### config.mk
export PLATFORM = sky130hd
export DESIGN_NAME = parallel_to_serial
export DESIGN_NICKNAME = d
export VERILOG_FILES = /design/src/rtl/parallel_to_serial_pkg.sv /design/src/rtl/parallel_to_serial_hold_buffer.sv /design/src/rtl/parallel_to_serial.sv
export SDC_FILE = /design/constraint.sdc
export NUM_CORES = 1
export LEC_CHECK = 0
export BUFFER_PORTS_ARGS = -buffer_cell sky130_fd_sc_hd__buf_4
export CORE_UTILIZATION = 50
export CTS_CLUSTER_SIZE = 16
export DETAILED_ROUTE_END_ITERATION = 10
export PLACE_DENSITY_LB_ADDON = 0.15
export SLEW_MARGIN = 20
export SYNTH_ARGS = -nofsm -noshare
export SYNTH_HDL_FRONTEND = slang
export SYNTH_SLANG_ARGS = --single-unit
### constraint.sdc
create_clock -name clk -period 1.4 [get_ports clk]
set_input_delay 0.07 -clock clk [delete_from_list [all_inputs] [get_ports clk]]
set_output_delay 0.07 -clock clk [all_outputs]
set_load 0.1 [all_outputs]
### src/rtl/parallel_to_serial_pkg.sv
// -----------------------------------------------------------------------------
// parallel_to_serial_pkg
// Shared definitions for the parallel-to-serial converter.
// Holds only width-independent items so every instance width can share it.
// -----------------------------------------------------------------------------
package parallel_to_serial_pkg;

    // Serializer FSM state.
    typedef enum logic {
        IDLE  = 1'b0,
        SHIFT = 1'b1
    } p2s_state_t;

endpackage : parallel_to_serial_pkg

### src/rtl/parallel_to_serial_hold_buffer.sv
// -----------------------------------------------------------------------------
// p2s_hold_buffer
// One-word pending register with a full flag. Catches a word offered while
// the shift register is still busy, and hands it over when the last bit of
// the current word is accepted.
//
// Ports
//   clk      in   rising-edge clock
//   rst      in   asynchronous active-low reset
//   load     in   capture data_in, set full
//   take     in   consumer has taken the word, clear full
//   data_in  in   [width-1:0] word to hold
//   data     out  [width-1:0] held word (0 when empty)
//   full     out  a word is held
// -----------------------------------------------------------------------------
module p2s_hold_buffer #(
    parameter int width = 8
) (
    input  logic             clk,
    input  logic             rst,
    input  logic             load,
    input  logic             take,
    input  logic [width-1:0] data_in,
    output logic [width-1:0] data,
    output logic             full
);

    // load and take are never asserted together by the top: load needs the
    // buffer empty, take needs it full. load is given priority regardless.
    always_ff @(posedge clk or negedge rst) begin
        if (!rst) begin
            data <= '0;
            full <= 1'b0;
        end else if (load) begin
            data <= data_in;
            full <= 1'b1;
        end else if (take) begin
            data <= '0;
            full <= 1'b0;
        end
    end

endmodule : p2s_hold_buffer

### src/rtl/parallel_to_serial.sv
// -----------------------------------------------------------------------------
// parallel_to_serial
// Serializes width-bit words LSB first with valid/ready handshakes on both
// sides. A shift register carries the word in flight; a one-word hold buffer
// lets upstream deliver the next word early so consecutive words stream
// without a bubble.
//
// Ports
//   clk             in   rising-edge clock
//   rst             in   asynchronous active-low reset
//   parallel_valid  in   upstream word present
//   parallel_data   in   [width-1:0] word to serialize
//   parallel_ready  out  a word can be accepted this cycle
//   serial_valid    out  serial_data carries a valid bit
//   serial_data     out  current bit, LSB first
//   serial_ready    in   downstream accepts the current bit
//   serial_last     out  current bit is bit width-1 of its word
//
// state | meaning
// ------+-----------------------------------------------------------
// IDLE  | shift register empty, serial_valid low
// SHIFT | word in flight, bit bit_cnt presented on serial_data
// -----------------------------------------------------------------------------
module parallel_to_serial
    import parallel_to_serial_pkg::*;
#(
    parameter int width = 8
) (
    input  logic             clk,
    input  logic             rst,
    input  logic             parallel_valid,
    input  logic [width-1:0] parallel_data,
    output logic             parallel_ready,
    output logic             serial_valid,
    output logic             serial_data,
    input  logic             serial_ready,
    output logic             serial_last
);

    localparam int                CNT_W    = $clog2(width);
    localparam logic [CNT_W-1:0] LAST_BIT = CNT_W'(width - 1);

    p2s_state_t       state;
    logic [width-1:0] shift_reg;
    logic [CNT_W-1:0] bit_cnt;

    logic [width-1:0] pend_data;
    logic             pend_full;

    logic             accept;
    logic             bit_fire;
    logic             last_fire;
    logic             pend_load;
    logic             pend_take;

    // Ready depends on the pending flag only, so there is no combinational
    // path from either handshake input to parallel_ready.
    assign parallel_ready = ~pend_full;
    assign accept         = parallel_valid & ~pend_full;

    assign bit_fire  = (state == SHIFT) & serial_ready;
    assign last_fire = bit_fire & (bit_cnt == LAST_BIT);

    // A word arriving while busy parks in the hold buffer, except on the
    // edge the last bit leaves with nothing pending: then it goes straight
    // into the shift register instead.
    assign pend_load = accept & (state == SHIFT) & ~last_fire;
    assign pend_take = last_fire & pend_full;

    p2s_hold_buffer #(
        .width (width)
    ) u_hold (
        .clk     (clk),
        .rst     (rst),
        .load    (pend_load),
        .take    (pend_take),
        .data_in (parallel_data),
        .data    (pend_data),
        .full    (pend_full)
    );

    always_ff @(posedge clk or negedge rst) begin
        if (!rst) begin
            state     <= IDLE;
            shift_reg <= '0;
            bit_cnt   <= '0;
        end else begin
            case (state)
                IDLE: begin
                    if (accept) begin
                        shift_reg <= parallel_data;
                        bit_cnt   <= '0;
                        state     <= SHIFT;
                    end
                end

                SHIFT: begin
                    if (last_fire) begin
                        bit_cnt <= '0;
                        // Pending word has priority; accept is impossible
                        // when it is present since parallel_ready is low.
                        if (pend_full) begin
                            shift_reg <= pend_data;
                        end else if (accept) begin
                            shift_reg <= parallel_data;
                        end else begin
                            shift_reg <= '0;
                            state     <= IDLE;
                        end
                    end else if (bit_fire) begin
                        shift_reg <= shift_reg >> 1;
                        bit_cnt   <= bit_cnt + 1'b1;
                    end
                end

                default: begin
                    state     <= IDLE;
                    shift_reg <= '0;
                    bit_cnt   <= '0;
                end
            endcase
        end
    end

    // Outputs are decodes of registers only; data and last are forced to
    // zero whenever no bit is valid.
    assign serial_valid = (state == SHIFT);
    assign serial_data  = serial_valid & shift_reg[0];
    assign serial_last  = serial_valid & (bit_cnt == LAST_BIT);

endmodule : parallel_to_serial

After elaboration in Yosys (flattened, before gate mapping)
Index checks and enable logic that the tools add are counted.
- flip-flop bits (word level): 21
- bits of input ports: 12
- output and inout bits: 4
- logic and storage cells: 40
- add/subtract/negate cells: 1
- equality and inequality tests: 3
- multiplexer cells: 18
- bitwise gates (word level): 11
- reductions and logical operators: 2
- operators with widths (kind ; count):
    8-bit 2-to-1 mux ; 7
    8-bit case mux with 2 select lines ; 1
    3-bit 2-to-1 mux ; 3
    1-bit AND ; 8
    3-bit case mux with 2 select lines ; 1
    1-bit 2-to-1 mux ; 5
    3-bit by 1-bit adder with 3-bit output, second input constant ; 1
    3-bit equality test, second input constant ; 1
    3-bit by 1-bit != test with 1-bit output, second input constant ; 1
    1-bit inverter ; 3
    2-bit != test, second input constant ; 1
    1-bit case mux with 2 select lines ; 1
    2-bit AND reduction ; 1
    2-bit nonzero test ; 1

Logic depth before layout (Yosys ltp)
- depth in word-level cells: 6
- mapped depth: 7
- gate-level depth less buffers: 5

By module
From an unflattened synthesis, not the netlist that was laid out.
- cell total of the unflattened synthesis: 117
- area total of the unflattened synthesis: 1203.7 µm²
- by module, submodules not included (module ; times used ; cells an instance ; area each (µm²) ; seq. area each (µm²)):
    parallel_to_serial ; 1 ; 96 ; 864.6 ; 300.3
    p2s_hold_buffer ; 1 ; 21 ; 339.1 ; 225.2

Worst setup path before layout
No wires, ideal clock.
- path kind: register to output
- start point: reg state (netlist: serial_valid)
- end point: out serial_data
- data arrival time: 2.587 ns
- data required time: 1.330 ns
- path slack: -1.257 ns
- cell stages (with the launch flop): 4
- path buffers: 1
- cells stage by stage: dfrtp_1 -> buf_6 -> inv_1 -> nor2_1
- word-level cells in the longest chain between the ends: 1
- RTL lines (what ; RTL line ; text):
    from (decl) ; parallel_to_serial.sv:43 ; p2s_state_t state;
    from (signal assigned) ; parallel_to_serial.sv:84 ; state <= IDLE;
    from (signal assigned) ; parallel_to_serial.sv:93 ; state <= SHIFT;
    from (signal assigned) ; parallel_to_serial.sv:108 ; state <= IDLE;
    1-bit AND ; parallel_to_serial.sv:128 ; assign serial_data = serial_valid & shift_reg[0];
    to (decl) ; parallel_to_serial.sv:35 ; output logic serial_data,
Every way passes these cells.

Worst setup path after layout
- start point: reg bit_cnt[1]
- end point: out serial_last
- word-level cells in the longest chain between the ends: 2
- RTL lines (what ; RTL line ; text):
    from (decl) ; parallel_to_serial.sv:45 ; logic [CNT_W-1:0] bit_cnt;
    from (signal assigned) ; parallel_to_serial.sv:112 ; bit_cnt <= bit_cnt + 1'b1;
    3-bit equality test ; parallel_to_serial.sv:129 ; assign serial_last = serial_valid & (bit_cnt == LAST_BIT);
    1-bit AND ; parallel_to_serial.sv:129 ;
    to (decl) ; parallel_to_serial.sv:37 ; output logic serial_last
Every way passes these cells.

==> results.sh <==
export IMPL_status="finished with violations"
export IMPL_drv_slew=0
export IMPL_final_area_mm2=0.00168
export IMPL_dr_pass1_iters=4
export IMPL_initial_core_util_pct=54.1
export IMPL_peakVddDrop_uv=1780
export IMPL_endpoint_kind="output pin"
export IMPL_track_usage_pct=26.4
export IMPL_crit_slowest_cell="dfrtp_1"
export IMPL_io_buffers=15
export IMPL_hold_violations=0
export IMPL_place_area_mm2=0.00144
export IMPL_violations="negative setup slack"
export IMPL_antenna_found_initial=0
export IMPL_die_w_um=51.4
export IMPL_grt_use_met1_pct=33.7
export IMPL_syn_nets=143
export IMPL_cts_htree_levels=1
export IMPL_p_clk_share_pct=9.8
export IMPL_wl_mm=3.25
export IMPL_clockBufferDepth=2
export IMPL_dr_total_vias=1131
export IMPL_clk_pin_slew_worst_paths_ps=130
export IMPL_pwr_share_seq_pct=34.4
export IMPL_fp_coreArea_mm2=0.00225
export IMPL_ios=16
export IMPL_syn2layout_area_growth_pct=37.8
export IMPL_yosys_most_used_dff="dfrtp_1"
export IMPL_utilization_pct=74.6
export IMPL_routabilityCongestion=0.808
export IMPL_met2_usage_pct=45.0
export IMPL_yosysTopAreaCellShare_pct=43.1
export IMPL_drtIter0Drc=57
export IMPL_internal_power_w=0.00178
export IMPL_critical_path_class="register to output pin"
export IMPL_p_leak_nw=0.762
export IMPL_tightest_slew_ps=347
export IMPL_grt_max_degree=22
export IMPL_required_ps=1330
export IMPL_yosysWarnings=0
export IMPL_die_h_um=51.4
export IMPL_final_net_count=180
export IMPL_ant_nets=0
export IMPL_synthTopCellsByArea="dfrtp_1, mux2i_1, inv_1"
export IMPL_grt_pass1_wl_mm=4.99
export IMPL_synthCells=129
export IMPL_drc=0
export IMPL_fin_setup_tns_ps=-2640
export IMPL_rows=17
export IMPL_syn_cell_area_mm2=0.00122
export IMPL_drive_gt1_share_pct=38.2
export IMPL_wl_per_cell_um=16.9
export IMPL_clock_latency_ps=320
export IMPL_final_common_cell="buf_4"
export IMPL_finClkSkew_ps=8.41
export IMPL_relSlewSlack_pct=76.8
export IMPL_start_kind="register"
export IMPL_cts_sinks=21
export IMPL_synth_edf_count=0
export IMPL_setup_ws_ps=-219
export IMPL_grt_util_met3_pct=3.57
export IMPL_cts_root_buffer="clkbuf_4"
export IMPL_yosysSeqAreaShare_pct=43.1
export IMPL_rsz0062_at_grt="yes"
export IMPL_critPathMaxFanout=6
export IMPL_fill_cells=162
export IMPL_p_sw_share_pct=43.7
export IMPL_crit_chain="ha_2, ha_4, buf_12, and2_4, buf_12"
export IMPL_dpl_hpwl_mm=2.05
export IMPL_syn_avg_cell_area_um2=9.46
export IMPL_ys_types=31
export IMPL_grt_pass1_vias=1117
export IMPL_yosys_area_top_type="dfrtp_1"
export IMPL_numCtsBuffers=3
export IMPL_ys_seq_elements=21
export IMPL_p_sw_w=0.00138
export IMPL_timing_fmax_ghz=0.617
export IMPL_critPathMaxStageDelay_ps=430
export IMPL_die_area_mm2=0.00264
export IMPL_n_antenna_cell=0
export IMPL_grt_remaining_overflow=0
export IMPL_cp_common_cell="buf_12"
export IMPL_setup_viol=18
export IMPL_power_density_mw_per_mm2=1880
export IMPL_post_route_period_util_pct=116
export IMPL_final_cell_mix="buf_4, dfrtp_1, inv_1"
export IMPL_hold_slack_ps=2.87
export IMPL_via_per_inst=5.86
export IMPL_drv_cap=0
export IMPL_async_flop_share_pct=100
export IMPL_power_frac_comb_pct=55.8
export IMPL_critPathArrivalTime_ps=1550
export IMPL_cts_tree="yes"
export IMPL_post_route_min_period_ps=1620
export IMPL_hp_class="primary input to register"
export IMPL_grt_busiest_layer="met2"
## final timing paths
kind,from,end,slack (ps),cells after the start
max in group asynchronous,rst,serial_valid,990,2
hold / removal,parallel_data[7],u_hold.data[7],3,3
min in group asynchronous,rst,shift_reg[0],160,2
setup reg to reg,bit_cnt[1],shift_reg[1],-190,7
hold reg to reg,shift_reg[3],shift_reg[3],530,2
setup / recovery,bit_cnt[1],serial_last,-220,5
## metrics by stage
stage | cells | worst slack, ps | power, W
after floorplan | 129 | -86.5 | 0.00216
after global placement | 177 | -23.3 | 0.00245
after detailed placement | 177 | -80.2 | 0.00252
after CTS | 193 | -198 | 0.00303
after global routing | 193 | -253 | 0.00334
final | 193 | -219 | 0.00316
## cells by family (layout without fill, tap and decap cells)
group	Yosys count	after routing	synth area share, %
AO/OA/AOI/OAI	37	37	20.2
adder cells (fa/ha/maj)	2	2	2.05
buffers and inverters	24	60	9.74
flip-flops	21	21	43.1
multiplexers	10	10	8.31
AND/OR/NAND/NOR	35	35	16.6
## per-layer routing
metal | vias to the layer above | wire length (um)
met5 | - | 0
met4 | 0 | 77
met3 | 11 | 145
met2 | 45 | 1590
met1 | 547 | 1440
li1 | 528 | -
## final cells by class
class | instances | area (um^2) | area share [%]
clock buffer | 3 | 22.5 | 1.34
clock inverter | 1 | 5.00 | 0.298
inverter | 17 | 67.6 | 4.02
multi-input combinational | 84 | 667 | 39.7
sequential | 21 | 531 | 31.5
tap | 28 | 35.0 | 2.08
timing repair buffer | 39 | 354 | 21.1
## synth_stat cells (all sizes together), types with 2 or more instances
library cell,instances
o22ai,4
a21boi,3
and2,2
ha,2
inv,17
a31oi,6
a21oi,2
buf,6
o21ai,12
nor2,2
nor2b,5
nand2,16
mux2i,9
and4,4
dfrtp,21
a32oi,7
## repair_timing
| action | in CTS | in global routing |
|---|---|---|
| hold endpoints to repair | 24 | 0 |
| hold buffers | 4 | 0 |
| setup buffers | 8 | 0 |
| resized for setup | 20 | 11 |
| pin swaps | 8 | 3 |
| endpoints found under the setup margin | 21 | 21 |
## power by group through the flow
| stage | combinational (W) | sequential (W) | clock (W) |
|---|---|---|---|
| 4_1_cts | 0.00165 | 0.00107 | 0.000310 |
| 6_report | 0.00176 | 0.00109 | 0.000311 |
| 3_3_place_gp | 0.00135 | 0.00110 | 0 |
| 3_5_place_dp | 0.00141 | 0.00110 | 0 |
| 5_1_grt | 0.00189 | 0.00112 | 0.000336 |
| 2_1_floorplan | 0.00105 | 0.00111 | 0 |
## worst max-delay path, delay by kind of cell (launching register included)
family	cells	cell delay [ps]
buffers and inverters	2	280
and+or+nand+nor	1	130
DFF	1	430
adders and majority gates	2	390
(Power assumes the default switching activity.)
